File: config.mk
export PLATFORM = sky130hd
export DESIGN_NAME = serial_add_ctrl_flat
export DESIGN_NICKNAME = d
export VERILOG_FILES = /design/src/rtl/serial_add_ctrl_if.sv /design/src/rtl/serial_add_ctrl.sv /design/src/flat_wrapper.sv
export SDC_FILE = /design/constraint.sdc
export NUM_CORES = 1
export LEC_CHECK = 0
export BUFFER_PORTS_ARGS = -buffer_cell sky130_fd_sc_hd__buf_4
export CORE_MARGIN = 8
export CORE_UTILIZATION = 58
export CTS_CLUSTER_SIZE = 16
export DETAILED_ROUTE_END_ITERATION = 10
export PLACE_DENSITY = 0.83
export SLEW_MARGIN = 10
export SYNTH_ARGS = -nofsm -noshare
export SYNTH_HDL_FRONTEND = slang
export SYNTH_HIERARCHICAL = 1
export SYNTH_SLANG_ARGS = --single-unit
File: constraint.sdc
create_clock -name clk -period 3.9 [get_ports clk]
set_input_delay 0.39 -clock clk [delete_from_list [all_inputs] [get_ports clk]]
set_output_delay 0.39 -clock clk [all_outputs]
set_load 0.005 [all_outputs]
File: src/rtl/serial_add_ctrl_if.sv
// Handshake bundle for serial_add_ctrl: operand request (start/in_ready,
// A, B, Cin) and result delivery (out_valid/out_ready, SUM, COUT[, OVF]).
// master = requester/consumer side, slave = the adder controller.
// OVF exists only when SERIAL_ADD_OVF_EN is defined.
interface serial_add_ctrl_if #(
    parameter int WIDTH = 8
);
    logic             start;
    logic             in_ready;
    logic [WIDTH-1:0] A;
    logic [WIDTH-1:0] B;
    logic             Cin;
    logic             out_valid;
    logic             out_ready;
    logic [WIDTH-1:0] SUM;
    logic             COUT;
`ifdef SERIAL_ADD_OVF_EN
    logic             OVF;

    modport master (
        output start, A, B, Cin, out_ready,
        input  in_ready, out_valid, SUM, COUT, OVF
    );
    modport slave (
        input  start, A, B, Cin, out_ready,
        output in_ready, out_valid, SUM, COUT, OVF
    );
`else
    modport master (
        output start, A, B, Cin, out_ready,
        input  in_ready, out_valid, SUM, COUT
    );
    modport slave (
        input  start, A, B, Cin, out_ready,
        output in_ready, out_valid, SUM, COUT
    );
`endif
endinterface

File: src/rtl/serial_add_ctrl.sv
// Bit-serial adder controller: one full_adder cell, LSB first, one bit/clk.
// Ports: clk, rst_n (async active-low), bus (serial_add_ctrl_if.slave:
//   start/in_ready/A/B/Cin in, out_valid/out_ready/SUM/COUT[/OVF] out).
// Macro SERIAL_ADD_OVF_EN adds the registered signed-overflow flag OVF.
module full_adder (
    input  logic a,
    input  logic b,
    input  logic ci,
    output logic s,
    output logic co
);
    assign s  = a ^ b ^ ci;
    assign co = (a & b) | (ci & (a ^ b));
endmodule

module serial_add_ctrl #(
    parameter int WIDTH = 8,
    parameter int CNT_W = $clog2(WIDTH + 1)
) (
    input  logic                clk,
    input  logic                rst_n,
    serial_add_ctrl_if.slave    bus
);
    typedef enum logic [1:0] {
        IDLE = 2'd0,
        RUN  = 2'd1,
        DONE = 2'd2
    } state_t;

    state_t           state;
    logic [WIDTH-1:0] a_sh;
    logic [WIDTH-1:0] b_sh;
    logic             carry;
    logic [CNT_W-1:0] cnt;
    logic [WIDTH-1:0] sum_q;
    logic [WIDTH-1:0] sum_nxt;
    logic             cout_q;
    logic             in_ready_q;
    logic             out_valid_q;
    logic             fa_s;
    logic             fa_co;
    logic             last;

    full_adder u_fa (
        .a  (a_sh[0]),
        .b  (b_sh[0]),
        .ci (carry),
        .s  (fa_s),
        .co (fa_co)
    );

    // Sum bits enter from the MSB so the LSB lands at bit 0 after WIDTH shifts.
    generate
        if (WIDTH == 1) begin : g_w1
            assign sum_nxt = fa_s;
        end else begin : g_wn
            assign sum_nxt = {fa_s, sum_q[WIDTH-1:1]};
        end
    endgenerate

    assign last = (cnt == CNT_W'(WIDTH - 1));

`ifdef SERIAL_ADD_OVF_EN
    logic ovf_q;

    // Carry into the MSB is the carry flop on the final RUN edge.
    always_ff @(posedge clk or negedge rst_n) begin
        if (!rst_n) begin
            ovf_q <= 1'b0;
        end else if (state == RUN && last) begin
            ovf_q <= carry ^ fa_co;
        end
    end

    assign bus.OVF = ovf_q;
`endif

    always_ff @(posedge clk or negedge rst_n) begin
        if (!rst_n) begin
            state       <= IDLE;
            a_sh        <= '0;
            b_sh        <= '0;
            carry       <= 1'b0;
            cnt         <= '0;
            sum_q       <= '0;
            cout_q      <= 1'b0;
            in_ready_q  <= 1'b1;
            out_valid_q <= 1'b0;
        end else begin
            unique case (state)
                IDLE: begin
                    if (bus.start) begin
                        a_sh       <= bus.A;
                        b_sh       <= bus.B;
                        carry      <= bus.Cin;
                        cnt        <= '0;
                        in_ready_q <= 1'b0;
                        state      <= RUN;
                    end
                end
                RUN: begin
                    sum_q <= sum_nxt;
                    carry <= fa_co;
                    a_sh  <= a_sh >> 1;
                    b_sh  <= b_sh >> 1;
                    cnt   <= cnt + 1'b1;
                    if (last) begin
                        cout_q      <= fa_co;
                        out_valid_q <= 1'b1;
                        state       <= DONE;
                    end
                end
                DONE: begin
                    if (bus.out_ready) begin
                        out_valid_q <= 1'b0;
                        in_ready_q  <= 1'b1;
                        state       <= IDLE;
                    end
                end
                default: begin
                    state <= IDLE;
                end
            endcase
        end
    end

    assign bus.in_ready  = in_ready_q;
    assign bus.out_valid = out_valid_q;
    assign bus.SUM       = sum_q;
    assign bus.COUT      = cout_q;
endmodule

File: src/flat_wrapper.sv
// flat-port wrapper written by rule: the top's interface ports become plain ports
module serial_add_ctrl_flat 
#(
    parameter int WIDTH = 8,
    parameter int CNT_W = $clog2(WIDTH + 1)
)
  (clk, rst_n, bus_start, bus_A, bus_B, bus_Cin, bus_out_ready, bus_in_ready, bus_out_valid, bus_SUM, bus_COUT);
  serial_add_ctrl_if #(.WIDTH(WIDTH)) bus_i ();
  input  logic clk;
  input  logic rst_n;
  input wire logic [$bits(bus_i.start)-1:0] bus_start;
  input wire logic [$bits(bus_i.A)-1:0] bus_A;
  input wire logic [$bits(bus_i.B)-1:0] bus_B;
  input wire logic [$bits(bus_i.Cin)-1:0] bus_Cin;
  input wire logic [$bits(bus_i.out_ready)-1:0] bus_out_ready;
  output wire logic [$bits(bus_i.in_ready)-1:0] bus_in_ready;
  output wire logic [$bits(bus_i.out_valid)-1:0] bus_out_valid;
  output wire logic [$bits(bus_i.SUM)-1:0] bus_SUM;
  output wire logic [$bits(bus_i.COUT)-1:0] bus_COUT;
  assign bus_i.start = bus_start;
  assign bus_i.A = bus_A;
  assign bus_i.B = bus_B;
  assign bus_i.Cin = bus_Cin;
  assign bus_i.out_ready = bus_out_ready;
  assign bus_in_ready = bus_i.in_ready;
  assign bus_out_valid = bus_i.out_valid;
  assign bus_SUM = bus_i.SUM;
  assign bus_COUT = bus_i.COUT;
  serial_add_ctrl #(.WIDTH(WIDTH), .CNT_W(CNT_W)) u_core (.clk(clk), .rst_n(rst_n), .bus(bus_i));
endmodule
==> flow_summary_export.csv <==
group,metric,value,unit
logic_synthesis,yosysWarnings,6,
layout,diodes,0,
die,num_io_pins,32,
die,rows,19,
clock_tree,cts_tree,"done",
power,p_per_area,697,nW/um2
worst_setup_path,cp.required,4160,ps
clock_tree,cts_sinks,34,
layout,drive_gt1_share,22.0,%
place,placed_area,1840,um2
logic_synthesis,syn_inst,172,
sta,slew_viol_final,0,
route,vias,1388,
sta,setup_viol,0,
clock_tree,clk_latency,340,ps
worst_setup_path,r2r_slack,1700,ps
die,initial_core_util,60.5,%
sta,finalClockSkew,5.88,ps
die,coreArea,2730,um2
place,hpwl,2440,um
route,vias_per_cell,6.01,
die,die_h,69.4,um
place,post-place-ws,1800,ps
logic_synthesis,synth_cell_types,26,
global_route,grt_pass1_wl,6290,um
die,design.die.area,4820,um2
sta,rsz0062_at_grt,"false",
sta,period_share,56.5,%
worst_setup_path,endpoint_kind,"flop",
sta,fin_tns_setup,0,ps
clock_tree,cts_hold_buffers,1,
clock_tree,cts_setup_buffers,0,
worst_setup_path,startpoint_type,"flop",
run_status,status,"complete, no violations",
layout,fin_nets,222,
clock_tree,cts_root_buffer,"clkbuf_4",
global_route,grt_pass1_vias,1406,
layout,design_area,1930,um2
logic_synthesis,synth_area_leaders,"dfrtp_1, nor2b_1, nand2_1, a22oi_1, a21oi_1",
sta,slew_headroom,21.9,%
route,drc,0,
worst_setup_path,criticalPathCategory,"flop to flop",
min_path,hold_path.class,"input pin to flop",
logic_synthesis,yosys.area.top_type,"dfrtp_1",
place,gp_congestion,0.729,
logic_synthesis,synth-main-ff-cell,"dfrtp_1",
place,port_buffers,31,
logic_synthesis,yosysTopAreaCellShare,49.9,%
run,cap_violations,0,
logic_synthesis,ys_top_cells_by_count,"dfrtp_1, nand2_1, a21oi_1",
logic_synthesis,synth_edf_count,0,
global_route,antenna_found_initial,0,
worst_setup_path,arrival,2460,ps
route,drtIter0Drc,122,
clock_tree,cts_resized,0,
sta,worst_pin_slew,1170,ps
global_route,overflow,0,
route,drtPass1Iterations,5,
logic_synthesis,synth_fp_nets,195,
route,post_drt_wl_per_cell,16.1,um
sta,setup_slack,1700,ps
worst_setup_path,worstPathMaxFanout,26,
clock_tree,htreeDepth,2,
clock_tree,cts_buffers,5,
logic_synthesis,synth_most_common_cell,"dfrtp_1",
sta,fin_crit,2200,ps
layout,area_growth,16.5,%
power,max-vdd-ir-drop,0.527,mV
global_route,grt_max_degree,35,
layout,nFillCells,233,
logic_synthesis,async_flop_share,100,%
logic_synthesis,synth-seq-cells,34,
clock_tree,clk_pin_slew,110,ps
clock_tree,clk_path_buf_depth,2,
route,wl,3720,um
die,die_w,69.4,um
logic_synthesis,synth_area_per_cell,9.62,um2
logic_synthesis,syn_area,1650,um2
sta,finalHoldViolCount,0,
logic_synthesis,seq_area_frac_synth,51.5,%
sta,fmax,0.454,GHz
layout,postLayoutCoreUtil,70.5,%
power,power.leakage,0.916,nW
global_route,grt.total_usage,15.6,%
route,ant_nets,0,
-- path summary, 6_finish.rpt --
path / startpoint / cells past startpoint / endpoint
hold / removal: bus_A[3] / 3 / u_core/a_sh[3]
max in group asynchronous: rst_n / 2 / u_core/bus.in_ready
setup reg to reg: u_core/state[1] / 3 / u_core/a_sh[0]
hold reg to reg: u_core/bus.SUM[0] / 2 / u_core/bus.SUM[0]
setup / recovery: u_core/state[1] / 3 / u_core/a_sh[0]
min in group asynchronous: rst_n / 2 / u_core/cnt[1]
-- report_power, final --
| part | switching, W | leakage [nW] | total [W] | internal, W |
|---|---|---|---|---|
| registers | 0.000149 | 0.439 | 0.000638 | 0.000489 |
| clock network | 0.000122 | 0.0446 | 0.000245 | 0.000123 |
| logic | 0.000227 | 0.433 | 0.000461 | 0.000234 |
-- state kept, by name, indices dropped and copies added (netlist names) --
name                  flops
u_core/state              2
u_core/bus.in_ready       1
u_core/a_sh               8
u_core/bus.out_valid      1
u_core/bus.COUT           1
u_core/carry              1
u_core/cnt                4
u_core/bus.SUM            8
u_core/b_sh               8
-- metrics by stage --
step                      cells  hold WS [ps]  total power, W
after global placement      222           354         0.00107
after global routing        231           300         0.00144
after CTS                   231           301         0.00135
after floorplan             172          94.4        0.000954
after detailed placement    222           365         0.00110
final                       231           311         0.00134
-- worst max-delay path, cell delays in order, from the launching register on --
cell and delay (ps):
dfrtp_1 680, nor2b_1 1020, a21oi_1 220, o21ai_1 200
-- layout make-up --
cell class / count / area [um2] / share of cell area, %
Inverter: 3 / 11.3 / 0.584
Tap cell: 31 / 38.8 / 2.01
Sequential cell: 34 / 852 / 44.2
Multi-Input combinational cell: 122 / 696 / 36.1
Clock buffer: 8 / 78.8 / 4.09
Timing Repair Buffer: 33 / 250 / 13.0
-- per-layer routing --
metal,GRT usage (%),vias to the layer above,wire (um)
met5,0,-,0
met4,6.15,0,53
met3,6.15,5,315
met2,25.2,60,1790
met1,18.1,676,1560
li1,-,647,-
-- cell usage in the layout, fill, tap and decap left out --
cell and instances:
dfrtp_1 33, nand2b_1 2, o21ai_1 19, dlygate4sd3_1 1, a31o_1 1, fa_1 1, a2bb2oi_1 1, dfstp_2 1
nor2b_1 19, ha_1 1, nand2_1 31, o311ai_2 1, a22o_1 1, a22oi_1 15, clkbuf_8 3, a21oi_1 20
nor2_1 4, clkbuf_4 5, mux2_1 1, buf_4 32, inv_2 1, nand3b_1 1, mux2i_1 1, o21bai_2 1
inv_1 2, nand3_1 2
-- logic make-up (layout without fill, tap and decap cells) --
logic type               Yosys count  after routing  share of synthesized area (%)
AO/OA/AOI/OAI                     59             59                           21.9
adder cells (fa/ha/maj)            2              2                           1.97
AND/OR/NAND/NOR                   59             59                           16.9
flip-flops                        34             34                           51.5
multiplexers                       2              2                           1.29
buffers and inverters             16             44                           6.43
No activity file was read; power rests on OpenSTA's default activity.
